[config.mk]
export PLATFORM = sky130hd
export DESIGN_NAME = sudoku_solve_ctrl
export DESIGN_NICKNAME = d
export VERILOG_FILES = /design/src/rtl/sudoku_solve_ctrl.sv
export SDC_FILE = /design/constraint.sdc
export NUM_CORES = 1
export LEC_CHECK = 0
export ABC_AREA = 1
export BUFFER_PORTS_ARGS = -buffer_cell sky130_fd_sc_hd__buf_2
export CAP_MARGIN = 20
export CORE_MARGIN = 1.5
export CORE_UTILIZATION = 51
export DETAILED_ROUTE_END_ITERATION = 16
export HOLD_SLACK_MARGIN = 0.02
export PLACE_DENSITY_LB_ADDON = 0.08
export SLEW_MARGIN = 5
export SYNTH_ARGS = -nofsm -noshare
export SYNTH_HDL_FRONTEND = slang
export SYNTH_SLANG_ARGS = --single-unit
[constraint.sdc]
create_clock -name clk -period 2.26 [get_ports clk]
set_clock_uncertainty 0.2 [all_clocks]
set_input_delay 0 -clock clk [delete_from_list [all_inputs] [get_ports clk]]
set_output_delay 0 -clock clk [all_outputs]
set_load 0.02 [all_outputs]
[src/rtl/sudoku_solve_ctrl.sv]
// sudoku_solve_ctrl: top-level sequencer for the 9x9 constraint-propagation
// solver. Streams a puzzle into the initial-value buffer, starts the solver,
// classifies the outcome and streams the 81 result digits back with status.
module sudoku_solve_ctrl #(
  parameter int STALL_CYCLES = 8,
  parameter int MAX_CYCLES   = 1024
) (
  input  logic        clk,
  input  logic        reset_L,
  input  logic        in_valid,
  output logic        in_ready,
  input  logic [31:0] in_data,
  output logic        cell_we,
  output logic [3:0]  cell_row,
  output logic [3:0]  cell_col,
  output logic [3:0]  cell_digit,
  output logic        solver_start,
  input  logic [80:0] solver_resolved,
  input  logic        solver_fail,
  output logic [3:0]  rd_row,
  output logic [3:0]  rd_col,
  input  logic [3:0]  rd_data,
  output logic        out_valid,
  input  logic        out_ready,
  output logic [31:0] out_data,
  output logic        out_last,
  output logic        busy
);

  localparam int SW = $clog2(STALL_CYCLES + 1);
  localparam int CW = $clog2(MAX_CYCLES + 1);
  localparam logic [SW-1:0] STALL_LAST = SW'(STALL_CYCLES - 1);
  localparam logic [CW-1:0] CYC_LAST   = CW'(MAX_CYCLES - 1);

  localparam logic [2:0] S_IDLE   = 3'd0;
  localparam logic [2:0] S_LOAD   = 3'd1;
  localparam logic [2:0] S_START  = 3'd2;
  localparam logic [2:0] S_SOLVE  = 3'd3;
  localparam logic [2:0] S_UNLOAD = 3'd4;

  localparam logic [1:0] ST_SOLVED  = 2'd0;
  localparam logic [1:0] ST_CONTRA  = 2'd1;
  localparam logic [1:0] ST_STALL   = 2'd2;
  localparam logic [1:0] ST_TIMEOUT = 2'd3;

  logic [2:0]    state;
  logic [3:0]    in_row, in_col;
  logic [3:0]    out_row, out_col;
  logic [6:0]    prev_cnt;
  logic [6:0]    cnt;
  logic [SW-1:0] stall_cnt;
  logic [CW-1:0] cyc;
  logic [1:0]    status;
  logic          in_last;
  logic          out_fire;
  logic          unused_in_bits;

  // Upper input bits carry nothing for this block.
  assign unused_in_bits = ^in_data[31:4];

  // Resolved-cell count of the current solver state.
  always_comb begin
    // NOTE: every variable assigned in always_comb gets a default first, so no latch is inferred.
    cnt = '0;
    for (int i = 0; i < 81; i++) cnt = cnt + 7'(solver_resolved[i]);
  end

  assign in_ready     = (state == S_IDLE) || (state == S_LOAD);
  assign cell_we      = in_valid && in_ready;
  assign cell_row     = in_row;
  assign cell_col     = in_col;
  assign cell_digit   = (in_data[3:0] > 4'd9) ? 4'd0 : in_data[3:0];
  assign in_last      = (in_row == 4'd8) && (in_col == 4'd8);

  assign solver_start = (state == S_START);
  assign busy         = (state != S_IDLE);

  assign out_valid    = (state == S_UNLOAD);
  assign rd_row       = out_row;
  assign rd_col       = out_col;
  assign out_data     = {26'd0, status, rd_data};
  assign out_last     = out_valid && (out_row == 4'd8) && (out_col == 4'd8);
  assign out_fire     = out_valid && out_ready;

  // Sequencer state, transfer counters and progress monitoring.
  always_ff @(posedge clk or negedge reset_L) begin
    if (!reset_L) begin
      state     <= S_IDLE;
      in_row    <= '0;
      in_col    <= '0;
      out_row   <= '0;
      out_col   <= '0;
      prev_cnt  <= '0;
      stall_cnt <= '0;
      cyc       <= '0;
      status    <= ST_SOLVED;
    end else begin
      // NOTE: sequential state uses non-blocking assignments so every register sees pre-edge values.
      case (state)
        S_IDLE, S_LOAD: begin
          if (cell_we) begin
            if (in_last) begin
              in_row <= '0;
              in_col <= '0;
              state  <= S_START;
            end else begin
              state <= S_LOAD;
              if (in_col == 4'd8) begin
                in_col <= '0;
                in_row <= in_row + 4'd1;
              end else begin
                in_col <= in_col + 4'd1;
              end
            end
          end
        end
        S_START: begin
          prev_cnt  <= '0;
          stall_cnt <= '0;
          cyc       <= '0;
          state     <= S_SOLVE;
        end
        S_SOLVE: begin
          stall_cnt <= (cnt != prev_cnt) ? '0 : stall_cnt + SW'(1);
          prev_cnt  <= cnt;
          cyc       <= cyc + CW'(1);
          if (solver_fail) begin
            status <= ST_CONTRA;
            state  <= S_UNLOAD;
          end else if (cnt == 7'd81) begin
            status <= ST_SOLVED;
            state  <= S_UNLOAD;
          end else if ((cnt == prev_cnt) && (stall_cnt == STALL_LAST)) begin
            status <= ST_STALL;
            state  <= S_UNLOAD;
          end else if (cyc == CYC_LAST) begin
            status <= ST_TIMEOUT;
            state  <= S_UNLOAD;
          end
        end
        S_UNLOAD: begin
          if (out_fire) begin
            if (out_last) begin
              out_row <= '0;
              out_col <= '0;
              state   <= S_IDLE;
            end else if (out_col == 4'd8) begin
              out_col <= '0;
              out_row <= out_row + 4'd1;
            end else begin
              out_col <= out_col + 4'd1;
            end
          end
        end
        default: state <= S_IDLE;
      endcase
    end
  end

endmodule

==> run_results.csv, run 1 <==
group,metric,value,unit
sta,fmax,162,MHz
run,drv_cap,0,
cts,clock-sinks,43,
yosys,syn_avg_cell_area,8.73,µm²
worst_setup_path,crit_arrival,6180,ps
cts,cts.path.max_buffers,2,
worst_setup_path,cp.required,2250,ps
worst_setup_path,slowest_delay,580,ps
drt,drc,0,
yosys,ys_types,37,
worst_setup_path,crit_slowest_cell,"fa_2",
drt,wl_per_cell,11.1,µm
yosys,ys_seq_elements,43,
floorplan,rows,35,
yosys,yosys.area.top_type,"fa_1",
outcome,violations,"setup timing",
finish,area_delta_synth_final,22.7,%
yosys,synth-main-ff-cell,"dfrtp_1",
floorplan,die_h,99.4,µm
grt,antenna_found_initial,0,
grt,grt_use_total,0.193,
cts,clockRootBuffer,"clkbuf_8",
finish,nets,906,
grt,grt_pass1_wl,15.8,mm
sta,finalWorstSetupSlack,-3930,ps
worst_setup_path,crit_top_cell,"fa_1",
placement,io_buffers,117,
drt,vias,3740,
drt,wl,8.87,mm
cts,insertion_delay,300,ps
yosys,syn_area,4740,µm²
worst_setup_path,critPathBufInv,6,
grt,grt-ovfl-total,0,
sta,slew_viol_final,0,
sta,hold_violations,0,
floorplan,fp.dieArea,9890,µm²
yosys,yosys_warnings,0,
grt,grt_pass1_vias,3935,
cts,cts_tree,"done",
drt,ant_nets,0,
yosys,synth_top_area_share,0.296,
placement,dp_slack,-4300,ps
drt,drt_pass1_iterations,4,
floorplan,ioPinCount,180,
drt,first_iter_violations,66,
sta,setup_violations,16,
finish,final_util,0.639,
cts,clkTransAtPathRegs,80,ps
cts,h-tree-depth,2,
finish,diodes,0,
placement,placed_cell_area,5490,µm²
cts,cts_made_buffers,5,
sta,tightest_slew,540,ps
floorplan,die_w,99.4,µm
yosys,synth_async_sr_flop_share,1.00,
sta,maxSlewHeadroom,0.640,
sta,final.min_clock_period,6190,ps
yosys,synth_enable_flop_cells,0,
outcome,outcome,"complete, but fails checks",
floorplan,core-area,9110,µm²
worst_setup_path,cp_max_fo,4,
worst_setup_path,crit_path_end_kind,"flop",
worst_setup_path,cp-start-kind,"input pin",
placement,place.gp.congestion,0.791,
sta,rsz0062_at_grt,"yes",
yosys,ys_seq_area_frac,0.227,
yosys,syn_inst,543,
drt,vias_per_cell,4.67,
worst_setup_path,crit_type,"input pin to flop",
worst_setup_path,cpLargestDelayFamily,"adder cells",
grt,grt_max_degree,44,
sta,fin_crit_sh,2.74,
finish,final_area,5820,µm²
placement,hpwl,7.56,mm
finish,drive_gt1_frac,0.284,
floorplan,start_util,0.521,
hold_path,hold_class,"input pin to flop",
yosys,synth_area_leaders,"fa_1 (30%), dfrtp_1 (23%), inv_1 (11%)",
## per-layer routing
layer  global-route usage  vias to the layer above  routed length (µm)
met5                    0                        -                   0
met4               0.0271                        0                  25
met3               0.0330                        4                 383
met2                0.360                      104                4560
met1                0.240                     1769                3910
li1                     -                     1863                   -
## worst min-delay path, cell delays in order
cell and delay, ps:
buf_2 100, inv_1 70, fa_2 250, o21ai_2 50
## area by class of cell
type / count / area (µm²)
Multi-Input combinational cell: 334 / 3040
Inverter: 160 / 608
Fill cell: 765 / 3290
Clock buffer: 5 / 68.8
Timing Repair Buffer: 145 / 843
Clock inverter: 3 / 43.8
Sequential cell: 43 / 1080
Tap cell: 111 / 139
## timing repair
item / CTS / global route
hold buffers: 8 / 0
pin swaps: 5 / 6
buffers inserted: 2 / 3
endpoints found under the hold margin: 63 / 0
resized for setup: 16 / 15
endpoints found under the setup margin: 16 / 16
## per-stage QoR
stage / std cells / TNS [ps] / hold WS [ps]
2_1_floorplan: 568 / -55060 / -496
3_3_place_gp: 782 / -61250 / -200
3_5_place_dp: 782 / -62430 / -200
4_1_cts: 800 / -55940 / 13.5
5_1_grt: 801 / -59970 / 30.5
6_report: 801 / -55890 / 4.64
## state kept, by name, indices dropped and copies added (netlist names)
register / cells
stall_cnt: 4
cell_row: 4
rd_row: 4
status: 2
state: 3
rd_col: 4
prev_cnt: 7
cell_col: 4
cyc: 11
## cells in the final DEF, fill, tap and decap left out, drive strengths merged, types with 4 or more instances in the layout
master / count
inv: 157
o22ai: 5
nor2: 29
nand2: 65
nor3: 10
nand3: 37
dfrtp: 43
clkbuf: 5
o21ai: 23
nand4: 4
buf: 137
a21oi: 15
clkinv: 5
conb: 26
fa: 70
dlygate4sd3: 8
xor2: 6
ha: 25
## logic make-up (layout without fill, tap and decap cells)
logic type	after synthesis	after routing	synth area share
and+or+nand+nor	154	154	0.160
xor gates and xnor gates	8	8	0.0148
other	1	26	0.000791
adders and majority gates	95	95	0.361
AOI/OAI and AO/OA	51	51	0.0607
DFF	43	43	0.227
buffers and inverters	191	313	0.175
## synth_stat cells, types with 2 or more instances
cell	number
inv_1	144
fa_1	70
nand2_1	64
dfrtp_1	43
nand3_1	37
buf_4	30
ha_1	25
nor2_1	21
a21oi_1	15
o21ai_0	15
inv_2	13
nor3_1	8
o21ai_1	8
xor2_1	6
o22ai_1	5
nand4_1	4
nor2_4	4
a22o_1	3
clkinv_1	3
nor2_2	3
a31oi_1	2
nor3b_1	2
nor4_1	2
o21a_1	2
xnor2_1	2
## worst paths after layout
kind	start	endpoint	slack, ps	cells past startpoint
max	solver_resolved[35]	status[1]	-3930	26
min	solver_resolved[4]	prev_cnt[0]	5	4
max reg2reg	rd_col[0]	state[0]	160	11
min reg2reg	status[0]	status[0]	290	2
max in group asynchronous	reset_L	state[2]	1390	3
min in group asynchronous	reset_L	cyc[5]	100	3
Power of run 1 is not shown: default switching activity piles up to over one toggle a cycle in this logic, so the estimate is an artifact.
==> inputs of run 2 (changes only) <==
Settings changed: GPL_TIMING_DRIVEN from default to 0.
==> run_results.csv, run 2 (synthesis gave the netlist of run 1 again) <==
group,metric,value,unit
drt,wl_per_cell,10.7,µm
run,drv_cap,0,
floorplan,die_h,99.4,µm
placement,placed_cell_area,5610,µm²
grt,grt_use_total,0.189,
sta,tightest_slew,964,ps
drt,dr_wl_met2,4.43,mm
floorplan,core-area,9110,µm²
sta,fin_crit_sh,2.76,
drt,drt_pass1_iterations,4,
sta,whs,0.753,ps
finish,final_common_cell,"inv_1",
sta,final.min_clock_period,6230,ps
grt,antenna_found_initial,0,
floorplan,ioPinCount,180,
finish,nets,923,
cts,clock-sinks,43,
placement,io_buffers,121,
outcome,outcome,"complete, but fails checks",
grt,grt_pass1_wl,15.7,mm
drt,drc,0,
sta,slew_viol_final,0,
sta,rsz0062_at_grt,"yes",
finish,top_regs,"cyc x11, prev_cnt x7",
worst_setup_path,crit_type,"input pin to flop",
drt,wl_met3,384,µm
worst_setup_path,slowest_delay,540,ps
grt,grt_max_degree,44,
hold_path,hold_class,"input pin to flop",
drt,vias_per_cell,4.59,
drt,wl,8.79,mm
worst_setup_path,cp.required,2230,ps
drt,first_iter_violations,70,
worst_setup_path,crit_arrival,6200,ps
drt,wl_met1,3.92,mm
worst_setup_path,cp-start-kind,"input pin",
hold_path,hold_depth,4,
floorplan,rows,35,
grt,grt-ovfl-total,0,
worst_setup_path,crit_top_cell,"fa_1",
finish,final_area,5910,µm²
finish,largest_reg_flops,11,
worst_setup_path,crit_path_end_kind,"flop",
drt,vias,3754,
floorplan,fp.dieArea,9890,µm²
worst_setup_path,cp_max_fo,4,
finish,nFillCells,792,
grt,grt_pass1_vias,3903,
cts,cts_tree,"done",
sta,setup_violations,16,
cts,cts_made_buffers,5,
sta,hold_violations,0,
placement,place.gp.congestion,0.810,
floorplan,start_util,0.521,
drt,highest_layer,"met4",
placement,hpwl,7.49,mm
outcome,violations,"setup timing",
finish,final_cell_mix,"inv_1 (138), buf_2 (121), fa_1 (69)",
finish,top_register,"cyc",
finish,diodes,0,
sta,finalWorstSetupSlack,-3970,ps
sta,maxSlewHeadroom,0.358,
cts,cts.path.max_buffers,2,
drt,ant_nets,0,
sta,fmax,161,MHz
cts,clkTransAtPathRegs,80,ps
finish,drive_gt1_frac,0.304,
worst_setup_path,rr_worst_depth,11,
floorplan,die_w,99.4,µm
cts,clockRootBuffer,"clkbuf_8",
cts,h-tree-depth,2,
worst_setup_path,crit_slowest_cell,"fa_1",
finish,area_delta_synth_final,24.6,%
cts,insertion_delay,290,ps
-- run 2: cell count changes in the layout (fill, tap and decap cells not counted), sizes merged --
cell	previous run	this run
buf	137	155
clkbuf	5	6
clkinv	5	3
bufinv	1	2
dlygate4sd3	8	7
-- run 2: critical path, delay by kind of cell --
kind | cells | cell delay [ps]
adders and majority gates | 10 | 4820
and+or+nand+nor | 8 | 870
buffers and inverters | 6 | 270
AOI/OAI and AO/OA | 1 | 60
xor gates and xnor gates | 1 | 150
-- run 2: repair_timing --
item,in CTS,in global routing
gates resized for setup,17,9
setup endpoints to repair,16,16
setup buffers,2,1
hold endpoints to repair,61,0
hold buffers,7,0
pin swaps,10,8
-- run 2: worst paths after layout --
path / start / endpoint / slack, ps
max: solver_resolved[35] / status[1] / -3970
min: solver_resolved[4] / prev_cnt[0] / 0.8
max reg2reg: rd_col[0] / state[0] / 220
min reg2reg: status[0] / status[0] / 270
max in group asynchronous: reset_L / state[2] / 1060
min in group asynchronous: reset_L / prev_cnt[0] / 190
-- run 2: through the flow --
| stage | setup TNS [ps] | util | std cells | setup WS (ps) |
|---|---|---|---|---|
| 4_1_cts | -56550 | 0.645 | 817 | -4030 |
| 5_1_grt | -59850 | 0.649 | 818 | -4260 |
| 3_5_place_dp | -63400 | 0.616 | 800 | -4440 |
| 2_1_floorplan | -55060 | - | 568 | -3830 |
| 3_3_place_gp | -61510 | 0.616 | 800 | -4290 |
| 6_report | -56040 | 0.649 | 818 | -3970 |
-- run 2: final cells by class --
class                           instances  area, µm²  area share
Clock buffer                            6       72.6      0.0123
Multi-Input combinational cell        334       3020       0.510
Sequential cell                        43       1080       0.182
Timing Repair Buffer                  131        708       0.120
Tap cell                              111        139      0.0235
Clock inverter                          2       60.1      0.0102
Inverter                              160        608       0.103
Buffer                                 31        230      0.0390
-- run 2: metal layers --
metal  track usage  up-vias
li1              -     1905
met1         0.242     1750
met2         0.350       95
met3        0.0288        4
met4        0.0238        0
met5             0        -
Power of run 2 is left out for the same reason.
